$ cat src/rtl/ctrl_sequencer.sv
// rtl/ctrl_sequencer.sv - multicycle fetch/decode/execute sequencer with stack pointer
module ctrl_sequencer #(
    parameter int              IR_BYTES    = 3,
    parameter int              SP_W        = 8,
    parameter logic [SP_W-1:0] STACK_TOP   = 8'hFF,
    parameter int              STACK_DEPTH = 16
) (
    input  logic                clk,
    input  logic                reset,
    input  logic [7:0]          opcode,
    input  logic                zero,
    input  logic                mem_ready,
    output logic                mem_req,
    output logic                memwrite,
    output logic [1:0]          adrsrc,
    output logic [IR_BYTES-1:0] irwrite,
    output logic                pc_inc,
    output logic                pcwrite,
    output logic                ldAB,
    output logic                ldBB,
    output logic                regwrite,
    output logic [2:0]          shiftsrc,
    output logic [SP_W-1:0]     sp_out,
    output logic                stk_ovf,
    output logic                stk_unf,
    output logic                halted,
    output logic [3:0]          state_o
);

    localparam int CNT_W = $clog2(IR_BYTES + 1);
    localparam int OCC_W = $clog2(STACK_DEPTH + 1);

    typedef enum logic [3:0] {
        S_RST_SP = 4'd0, S_FETCH = 4'd1, S_DECODE = 4'd2, S_OPRD = 4'd3, S_EXEC = 4'd4,
        S_WB = 4'd5, S_JMP = 4'd6, S_STK = 4'd7, S_HALT = 4'd8, S_FAULT = 4'd9
    } state_t;

    state_t           state_q, state_d;
    logic [CNT_W-1:0] cnt_q, cnt_d;
    logic [SP_W-1:0]  sp_q, sp_d;
    logic [OCC_W-1:0] occ_q, occ_d;
    logic             ovf_q, ovf_d, unf_q, unf_d;

    logic [2:0] op_class;
    logic [1:0] op_mode, op_len;
    logic       op_unused;
    assign op_class  = opcode[7:5];
    assign op_mode   = opcode[4:3];
    assign op_len    = opcode[1:0];
    assign op_unused = opcode[2];

    always_ff @(posedge clk or posedge reset) begin
        if (reset) begin
            state_q <= S_RST_SP;
            cnt_q   <= '0;
            sp_q    <= STACK_TOP;
            occ_q   <= '0;
            ovf_q   <= 1'b0;
            unf_q   <= 1'b0;
        end else begin
            state_q <= state_d;
            cnt_q   <= cnt_d;
            sp_q    <= sp_d;
            occ_q   <= occ_d;
            ovf_q   <= ovf_d;
            unf_q   <= unf_d;
        end
    end

    always_comb begin
        state_d  = state_q;
        cnt_d    = cnt_q;
        sp_d     = sp_q;
        occ_d    = occ_q;
        ovf_d    = ovf_q;
        unf_d    = unf_q;
        mem_req  = 1'b0;
        memwrite = 1'b0;
        adrsrc   = 2'b00;
        irwrite  = '0;
        pc_inc   = 1'b0;
        pcwrite  = 1'b0;
        ldAB     = 1'b0;
        ldBB     = 1'b0;
        regwrite = 1'b0;
        shiftsrc = 3'd0;
        halted   = 1'b0;
        case (state_q)
            S_RST_SP: state_d = S_FETCH;
            S_FETCH: begin
                mem_req = 1'b1;
                if (mem_ready) begin
                    irwrite = IR_BYTES'(1) << cnt_q;
                    pc_inc  = 1'b1;
                    cnt_d   = cnt_q + CNT_W'(1);
                    state_d = S_DECODE;
                end
            end
            S_DECODE: begin
                if (int'(op_len) >= IR_BYTES) begin
                    state_d = S_FAULT;
                end else if (int'(cnt_q) <= int'(op_len)) begin
                    state_d = S_FETCH;
                end else begin
                    cnt_d = '0;
                    case (op_class)
                        3'd0:                state_d = S_OPRD;
                        3'd1:                state_d = S_EXEC;
                        3'd2, 3'd3, 3'd4:    state_d = S_JMP;
                        3'd5: begin
                            if (occ_q == OCC_W'(STACK_DEPTH)) begin
                                state_d = S_FAULT;
                                ovf_d   = 1'b1;
                            end else begin
                                state_d = S_STK;
                            end
                        end
                        3'd6: begin
                            if (occ_q == '0) begin
                                state_d = S_FAULT;
                                unf_d   = 1'b1;
                            end else begin
                                state_d = S_STK;
                            end
                        end
                        default:             state_d = S_HALT;
                    endcase
                end
            end
            S_OPRD: begin
                if (!op_mode[1]) begin
                    ldBB    = 1'b1;
                    state_d = S_EXEC;
                end else begin
                    mem_req = 1'b1;
                    adrsrc  = op_mode[0] ? 2'b10 : 2'b01;
                    if (mem_ready) begin
                        ldBB    = 1'b1;
                        state_d = S_EXEC;
                    end
                end
            end
            S_EXEC: begin
                ldAB = 1'b1;
                if (op_class == 3'd1) shiftsrc = {1'b0, op_mode} + 3'd1;
                state_d = S_WB;
            end
            S_WB: begin
                regwrite = 1'b1;
                state_d  = S_FETCH;
            end
            S_JMP: begin
                case (op_class)
                    3'd2:    pcwrite = 1'b1;
                    3'd3:    pcwrite = zero;
                    3'd4:    pcwrite = ~zero;
                    default: pcwrite = 1'b0;
                endcase
                state_d = S_FETCH;
            end
            S_STK: begin
                if (op_class == 3'd5) begin
                    mem_req  = 1'b1;
                    memwrite = 1'b1;
                    adrsrc   = 2'b11;
                    if (mem_ready) begin
                        sp_d    = sp_q - SP_W'(1);
                        occ_d   = occ_q + OCC_W'(1);
                        state_d = S_FETCH;
                    end
                // POP: cnt doubles as the "sp already bumped" flag so the read sees the new sp
                end else if (cnt_q == '0) begin
                    sp_d  = sp_q + SP_W'(1);
                    occ_d = occ_q - OCC_W'(1);
                    cnt_d = CNT_W'(1);
                end else begin
                    mem_req = 1'b1;
                    adrsrc  = 2'b11;
                    if (mem_ready) begin
                        ldBB    = 1'b1;
                        cnt_d   = '0;
                        state_d = S_FETCH;
                    end
                end
            end
            S_HALT, S_FAULT: halted = 1'b1;
            default: state_d = S_FAULT;
        endcase
    end

    assign sp_out  = sp_q;
    assign stk_ovf = ovf_q;
    assign stk_unf = unf_q;
    assign state_o = state_q;

endmodule

$ cat config.mk
export PLATFORM = sky130hd
export DESIGN_NAME = ctrl_sequencer
export DESIGN_NICKNAME = d
export VERILOG_FILES = /design/src/rtl/ctrl_sequencer.sv
export SDC_FILE = /design/constraint.sdc
export NUM_CORES = 1
export LEC_CHECK = 0
export CAP_MARGIN = 25
export CORE_MARGIN = 2
export CORE_UTILIZATION = 55
export CTS_CLUSTER_DIAMETER = 150
export CTS_CLUSTER_SIZE = 16
export DETAILED_ROUTE_END_ITERATION = 10
export DONT_BUFFER_PORTS = 1
export GPL_ROUTABILITY_DRIVEN = 0
export HOLD_SLACK_MARGIN = 0.08
export PLACE_DENSITY = 0.71
export SYNTH_ARGS = -nofsm -noshare
export SYNTH_HDL_FRONTEND = slang
export SYNTH_SLANG_ARGS = --single-unit
$ cat constraint.sdc
create_clock -name clk -period 2 [get_ports clk]
set_input_delay 0.1 -clock clk [delete_from_list [all_inputs] [get_ports clk]]
set_output_delay 0.1 -clock clk [all_outputs]
set_load 0.05 [all_outputs]
Yosys cells after proc, flatten, opt, wreduce, memory -nomap -nowiden

Index checks and enable logic that the tools add are counted.
Widths: inputs -> output; s select.

Magnitude comparators: 2
Mux-type cells: 51
Shifts and indexed selects: 1
$add $sub $neg: 6
Eq/ne operators: 24
Bitwise operators: 4
Reduce and logical (&&, ||, !) cells: 14

Operators by type and width:

| operator            | number |
|---|---|
| $mux 4              | 10 |
| $pmux 4 s7          | 1 |
| $mux 8              | 3 |
| $mux 2              | 10 |
| $pmux 4 s5          | 1 |
| $eq 4x3->1 const B  | 4 |
| $mux 5              | 3 |
| $mux 1              | 14 |
| $mux 3              | 4 |
| $ne 2x2->1 const B  | 5 |
| $reduce_and 5->1    | 2 |
| $eq 3x3->1 const B  | 3 |
| $ne 3x3->1 const B  | 3 |
| $add 8x1->8 const B | 1 |
| $eq 4x2->1 const B  | 2 |
| $eq 4x4->1 const B  | 2 |
| $sub 8x1->8 const B | 1 |
| $eq 3x2->1 const B  | 2 |
| $pmux 1 s3          | 2 |
| $pmux 2 s3          | 1 |
| $reduce_and 6->1    | 1 |
| $reduce_or 3->1     | 2 |
| $add 5x1->5 const B | 1 |
| $eq 5x5->1 const B  | 1 |
| other kinds (20)    | 23 |

Output and inout bits: 30
Flip-flop bits (word level): 21

Logic depth before layout (Yosys ltp)

Gate-level depths: netlist of run 1.

Depth in word-level cells: 6
Depth in mapped cells: 8

Worst setup path after synthesis of run 1

Ideal clock, no wire load.

Kind: register -> output
Start point: reg state_q[2], in the netlist state_o[2]
End point: out shiftsrc[0]
Cell stages (with the launch flop): 6
Slack: -1.227 ns
Path buffers: 1
Arrival time: 3.127 ns
Data required time: 1.900 ns
Cells stage by stage: dfrtp_1 -> buf_2 -> nand2b_1 -> nor3_1 -> nand2_1 -> nor2_1

Word-level cells in the longest chain between the ends: 2

RTL lines:

| element                  | line | RTL |
|---|---|---|
| start: declaration       | 38   | `state_t state_q, state_d;` |
| start signal: assignment | 61   | `state_q <= state_d;` |
| $eq 4x3->1               | 88   | `case (state_q)` |
| $mux 3                   | 88   |  |
| end: declaration         | 22   | `output logic [2:0] shiftsrc,` |

No other way between the ends.

Worst setup path in the final report of run 1

Start point: reg state_q[3], in the netlist state_o[3]
End point: out pc_inc

Word-level cells in the longest chain between the ends: 2

RTL lines:

| element          | line | RTL |
|---|---|---|
| $eq 4x1->1       | 88   |  |
| $mux 1           | 88   |  |
| end: declaration | 17   | `output logic pc_inc,` |

No other way between the ends.

==> results of run 1 <==
-- layer usage --
layer | GRT usage | vias to the layer above
li1 | - | 830
met1 | 0.289 | 813
met2 | 0.455 | 56
met3 | 0.0399 | 11
met4 | 0.0806 | 0
met5 | 0 | -
-- worst min-delay path by stage --
| stage | to | depth (start not counted) | slack [ns] | start |
|---|---|---|---|---|
| 2_1_floorplan | cnt_q[0]$_DFFE_PP0P_ | 1 | 0.07 | reset |
| 3_3_place_gp | occ_q[3]$_DFFE_PP0P_ | 1 | 0.18 | reset |
| 3_5_place_dp | occ_q[3]$_DFFE_PP0P_ | 1 | 0.20 | reset |
| 6_report | stk_unf$_DFFE_PP0P_ | 3 | 0.1 | opcode[7] |
| 5_1_grt | state_o[2]$_DFFE_PP0P_ | 3 | 0.11 | opcode[7] |
| 4_1_cts | state_o[2]$_DFFE_PP0P_ | 3 | 0.08 | opcode[7] |
-- worst max-delay path, stage by stage (launching register included) --
cell	delay (ns)
dfrtp_1	0.54
nor4b_4	0.49
and2_1	0.29
buf_12	0.16
-- timing repair --
action / in CTS / in global routing
endpoints found under the hold margin: 17 / 0
resized for setup: 0 / 4
hold buffers: 7 / 0
setup endpoints to repair: 0 / 4
-- per-stage QoR --
step           TNS (ns)  power [mW]  utilization  cells
2_1_floorplan   -0.0548        2.73            -    213
4_1_cts               0        3.51        0.723    293
6_report              0        3.54        0.728    293
3_3_place_gp          0        3.17        0.693    282
5_1_grt               0        3.79        0.728    293
3_5_place_dp          0        3.27        0.693    282
-- sequential cells by signal, summed over array words and instances (netlist names) --
name,count
state_o,4
sp_out,8
stk_unf,1
occ_q,5
stk_ovf,1
cnt_q,2
-- power by group through the flow --
stage / Combinational (mW) / Sequential, mW / Clock (mW)
after CTS: 2.26 / 1.02 / 0.232
after floorplan: 1.49 / 1.24 / 0
after global routing: 2.48 / 1.06 / 0.251
after detailed placement: 2.24 / 1.02 / 0
after global placement: 2.17 / 1.00 / 0
final: 2.30 / 1.02 / 0.227
-- final cells by class --
class | instances | area, sq um
Clock buffer | 3 | 22.5
Clock inverter | 1 | 5.00
Fill cell | 248 | 893
Inverter | 14 | 52.6
Multi-Input combinational cell | 169 | 1290
Sequential cell | 21 | 538
Tap cell | 46 | 57.6
Timing Repair Buffer | 39 | 423
-- placed cells by master, fill, tap and decap left out, types with 2 or more instances in the layout --
master         instances
a21o_1                 7
a21oi_1               14
a31oi_1                3
and3_1                 4
buf_12                 9
buf_4                 23
clkbuf_4               3
dfrtp_1               11
dfrtp_2                2
dfstp_2                8
dlygate4sd3_1          7
ha_1                  15
inv_1                 12
inv_2                  2
nand2_1               25
nand3_1                4
nand3b_1               3
nand4_1                4
nor2_1                15
nor2_2                 3
nor2_4                 3
nor2b_1                3
nor3_1                 2
nor4b_4                2
o211ai_1               5
o21a_1                 6
o21ai_0               12
xnor2_1                6
xor2_1                 5
-- cells by family (layout without fill, tap and decap cells) --
family / after synthesis / in the layout
adder cells (fa/ha/maj): 18 / 18
AND/OR/NAND/NOR: 84 / 84
buffers and inverters: 23 / 57
flip-flops: 21 / 21
XOR/XNOR: 11 / 11
AO/OA/AOI/OAI: 56 / 56
==> results.txt, run 1 <==
Status: completed
Sequential Power Share: 0.287
Detail Route Antenna Nets: 0
Total Routed Length: 4590 um
Post-synth top area cell: dfrtp_1
Number of synthesized flops with an enable pin: 0
Crit. End Element: output pin
Layout cells sized above 1: 0.279
Detail Route met2 WL: 2360 um
R2r setup slk: 0.12 ns
Starting Density: 0.566
Clock share of power: 0.064
P&R area growth vs syn: 28.7%
R2R Path Start: sp_out[0]$_DFFE_PP1P_
H-tree depth: 1
Initial antenna violation count: 0
Max_slew headroom: 0.444
Max cap viols: 0
Compound-gate portion of the synthesized area: 0.205
Static Leak: 1.10 nW
Final Hold Fails: 0
Xor/xnor cell area share of the yosys netlist: 0.0519
Clk_lat worst skew: 0.32 ns
Worst Reg-to-Reg Cells: 7
Synthesized instance count: 213
Top cells by count, synth: nand2_1, nor2_1, ha_1
Vias post-DR: 1710
Top-area cell type share of the netlist area: 0.175
Dominant cells by area after synthesis: dfrtp_1, dfstp_2, ha_1
FP Rows: 21
Psw: 1.89 mW
CP Launch Point: state_o[3]$_DFFE_PP0P_
Syn Area/Cell: 8.72 sq um
Die ar.: 0.00386 sq mm
Hpwl dp: 3460 um
Yosys cell types: 48
Layout Skew: 0.00456 ns
DRC viols: 0
Initial DRT Pass Iterations: 4
Crit path max fanout: 8
M1 wire length: 1900 um
Number of synthesis warnings: 0
Number of port buffers: 0
Post-CTS setup buffer count: 0
Top_reg_cell synth: dfrtp_1
Tightest Pin Transition: 0.832 ns
Final-report setup violation count: 0
Highest routed layer: met4
Vias per std cell: 5.84
Register area share after synthesis: 0.288
Worst Path Required: 1.90 ns
Maximum number of pins on one net before global-route repair: 22
Syn_nets: 243
Root Buffer: clkbuf_4
Wire per inst: 15.7 um
Placed Area: 0.00228 sq mm
Final hold slack: 0.0963 ns
Simple-gate share of the synthesized area: 0.265
Worst hold-check path type: in2reg
Die width: 62.1 um
Max Freq: 524 MHz
Final WS setup: 0.0929 ns
Main combinational cell family by area after synthesis: simple AND/OR/NAND/NOR gates
Number of diodes: 0
Fin area: 0.00239 sq mm
RSZ-0062 raised after global routing: false
Pre-CTS setup slack: 0.131 ns
CTS tree: built
Mapped cell area: 0.00186 sq mm
Vias in the first global route: 1741
Clock tree buffer depth: 2
IR drop worst, VDD: 0.000766 V
Final Net Count: 278
Sw Share: 0.535
All-Layer GR Usage: 0.246
Reg-to-reg critical path endpoint: sp_out[6]$_DFFE_PP1P_
Chip Height: 62.1 um
WL met3: 221 um
Boundary pin count: 42
Post-Synth Adder-Cell Area: 0.129
Internal cell power: 1.65 mW
Crit Path Category: reg2out
Post-synth ARST share: 1.00
Cell area power density: 1480 mW/mm^2
Clk slew on worst S/H paths: 0.13 ns
Final Critical Period: 1.91 ns
DRT iter0 DRCs: 135
CTS buffer count: 3
Critical Path End: pc_inc
CTS sink count: 21
GRT Residual Overflow: 0
Final period utilization: 0.954
#FFs+latches synth: 21
Combinational power share: 0.648
Final Slew Violations: 0
Setup crit start kind: flop
First-pass GRT wire length: 7760 um
Mux contribution to synthesized area: 0
CP arrival: 1.81 ns
Core area: 0.00328 sq mm
Count leader, synth: nand2_1
(Power assumes the default switching activity.)
==> run 2, diff against run 1 <==
--- a/config.mk
+++ b/config.mk
@@ -7,14 +7,15 @@
 export LEC_CHECK = 0
 export CAP_MARGIN = 25
 export CORE_MARGIN = 2
-export CORE_UTILIZATION = 55
+export CORE_UTILIZATION = 40
 export CTS_CLUSTER_DIAMETER = 150
 export CTS_CLUSTER_SIZE = 16
 export DETAILED_ROUTE_END_ITERATION = 10
 export DONT_BUFFER_PORTS = 1
 export GPL_ROUTABILITY_DRIVEN = 0
 export HOLD_SLACK_MARGIN = 0.08
-export PLACE_DENSITY = 0.71
+export PLACE_DENSITY = 0.55
+export SETUP_SLACK_MARGIN = 0.4
 export SYNTH_ARGS = -nofsm -noshare
 export SYNTH_HDL_FRONTEND = slang
 export SYNTH_SLANG_ARGS = --single-unit
==> constraint.sdc (replaced) <==
create_clock -name clk -period 2.16 [get_ports clk]
set_input_delay 0.108 -clock clk [delete_from_list [all_inputs] [get_ports clk]]
set_output_delay 0.108 -clock clk [all_outputs]
set_load 0.05 [all_outputs]
==> run 2 against run 1 <==
Against the previous run:
- clock power up 19%
- die area up 35%
- critical endpoint is now sp_out[7]$_DFFE_PP1P_
- via count down 1.7%
==> results.txt, run 2 (same netlist as run 1, synthesis figures left out) <==
H-tree depth: 1 (unchanged)
Max reg flops: 8 (unchanged)
CTS sink count: 21 (unchanged)
Crit Path Category: reg2reg
Final period utilization: 0.814
First-pass GRT wire length: 7530 um (-3.0%)
Final core occ: 0.562 (-0.166)
Fillers: 408 (+65%)
Commonest cells after routing, fill and taps aside: buf_4, nand2_1, nor2_1
FP Rows: 24 (+14%)
CTS tree: built
DP Cell Count: 278 (-1.4%)
Die width: 72.2 um (+16%)
Tightest Pin Transition: 0.838 ns (+0.00554 ns)
Register area: 544 sq um (+1.2%)
Final Net Count: 279 (+0.36%)
Final hold slack: 0.0938 ns (-0.00246 ns)
Layout Skew: 0.00444 ns (-0.000123 ns)
Clk_lat worst skew: 0.26 ns (-0.06 ns)
Hold Crit Depth: 2 (-1)
CP arrival: 1.95 ns (+0.14 ns)
Multi-input logic area: 0.00142 sq mm (+10%)
Max Freq: 569 MHz
DRT iter0 DRCs: 82 (-39%)
Boundary pin count: 42 (unchanged)
Non-filler instance count after layout: 300 (+2.4%)
CTS buffer count: 3 (unchanged)
GRT Residual Overflow: 0 (unchanged)
Die ar.: 0.00521 sq mm (+35%)
Most Frequent Cell on Critical Path: o21a_1
Total Routed Length: 4610 um (+0.33%)
Vias in the first global route: 1697 (-2.5%)
DRC viols: 0 (unchanged)
Worst Reg-to-Reg Cells: 6 (-1)
Max_slew headroom: 0.441 (-0.00370)
Number of diodes: 0 (unchanged)
Crit path max fanout: 5 (-3)
Setup crit start kind: flop
Max cap viols: 0 (unchanged)
Worst Path Required: 2.35 ns (+0.45 ns)
Chip Height: 72.2 um (+16%)
Starting Density: 0.421 (-0.145)
Static Leak: 1.10 nW (-0.30%)
All-Layer GR Usage: 0.180 (-0.0655)
Vias per std cell: 5.60 (-4.0%)
Crit. End Element: flop
CP cell instances: ha_4, a21o_1, a31o_2, o21a_1, o21a_1, xor2_1
Slowest CP cell: dfstp_2
P&R area growth vs syn: 33.4%
Number of port buffers: 0 (unchanged)
Wire per inst: 15.4 um (-2.0%)
Fin Setup TNS: 0 ns (unchanged)
Cell area power density: 1440 mW/mm^2 (-3.1%)
RSZ-0062 raised after global routing: true
Initial DRT Pass Iterations: 4 (unchanged)
Worst hold-check path type: in2reg
Root Buffer: clkbuf_8
Layout cells sized above 1: 0.407 (+0.128)
Final-report setup violation count: 0 (unchanged)
Core area: 0.00441 sq mm (+34%)
Final Slew Violations: 0 (unchanged)
Clock tree buffer depth: 2 (unchanged)
Hpwl dp: 3420 um (-1.2%)
Clk slew on worst S/H paths: 0.09 ns (-0.04 ns)
Max stage delay on crit path: 0.56 ns (+0.02 ns)
Vias post-DR: 1681 (-1.7%)
Detail Route Antenna Nets: 0 (unchanged)
Most common cell after layout, fill and taps aside: buf_4
Status: completed
Initial antenna violation count: 0 (unchanged)
IR drop worst, VDD: 0.000717 V (-6.3%)
Pwr Total: 3.56 mW (+0.48%)
Maximum number of pins on one net before global-route repair: 22 (unchanged)
Final Critical Period: 1.76 ns
Final Hold Fails: 0 (unchanged)
## run 2: cell count changes in the layout (fill, tap and decap cells not counted), moves of 4 or more
cell and delta:
buf_4 +12, buf_12 -6, dlygate4sd3_1 -6, ha_1 -4, ha_4 +4
## run 2: report_power, final
group / internal [mW] / total [mW] / switching (mW)
Combinational: 0.981 / 2.33 / 1.35
Clock: 0.129 / 0.270 / 0.142
Sequential: 0.618 / 0.957 / 0.339
## run 2: what timing repair did
item	4_1_cts	5_1_grt
hold endpoints to repair	13	0
hold buffers	1	0
setup endpoints to repair	18	20
setup buffers	7	10
gates resized for setup	15	17
pin swaps	5	6
## run 2: per-stage QoR
stage | instance area (sq um) | setup WS, ns
finish | 2480 | 0.403
global route | 2480 | 0.319
CTS | 2320 | 0.361
detailed placement | 2170 | 0.353
global placement | 2170 | 0.387
floorplan | 1980 | 0.119
## run 2: area by class of cell
type,instances,area share
clock inverter,1,0.00202
multi-input combinational,169,0.574
clock buffer,3,0.0167
inverter,14,0.0212
sequential,21,0.220
tap,52,0.0262
timing repair buffer,40,0.140
## run 2: routing by layer
metal / track usage / vias up / wire [um]
li1: - / 830 / -
met1: 0.220 / 821 / 1910
met2: 0.337 / 28 / 2480
met3: 0.0264 / 2 / 200
met4: 0.0335 / 0 / 19
met5: 0 / - / 0
## run 2: critical path: cells and delay by family (launching register included)
| kind | cells | cell delay [ns] |
|---|---|---|
| compound gates | 4 | 0.77 |
| xor+xnor | 1 | 0.14 |
| fa+ha+maj | 1 | 0.21 |
| flops | 1 | 0.56 |
## run 2: final timing paths
kind,from,to,slack [ns]
setup / recovery,sp_out[4]$_DFFE_PP1P_,sp_out[7]$_DFFE_PP1P_,0.40
hold / removal,opcode[5],state_o[1]$_DFFE_PP0P_,0.09
setup reg to reg,sp_out[4]$_DFFE_PP1P_,sp_out[7]$_DFFE_PP1P_,0.40
hold reg to reg,sp_out[0]$_DFFE_PP1P_,sp_out[0]$_DFFE_PP1P_,0.55
max in group asynchronous,reset,state_o[2]$_DFFE_PP0P_,1.10
min in group asynchronous,reset,occ_q[4]$_DFFE_PP0P_,0.45
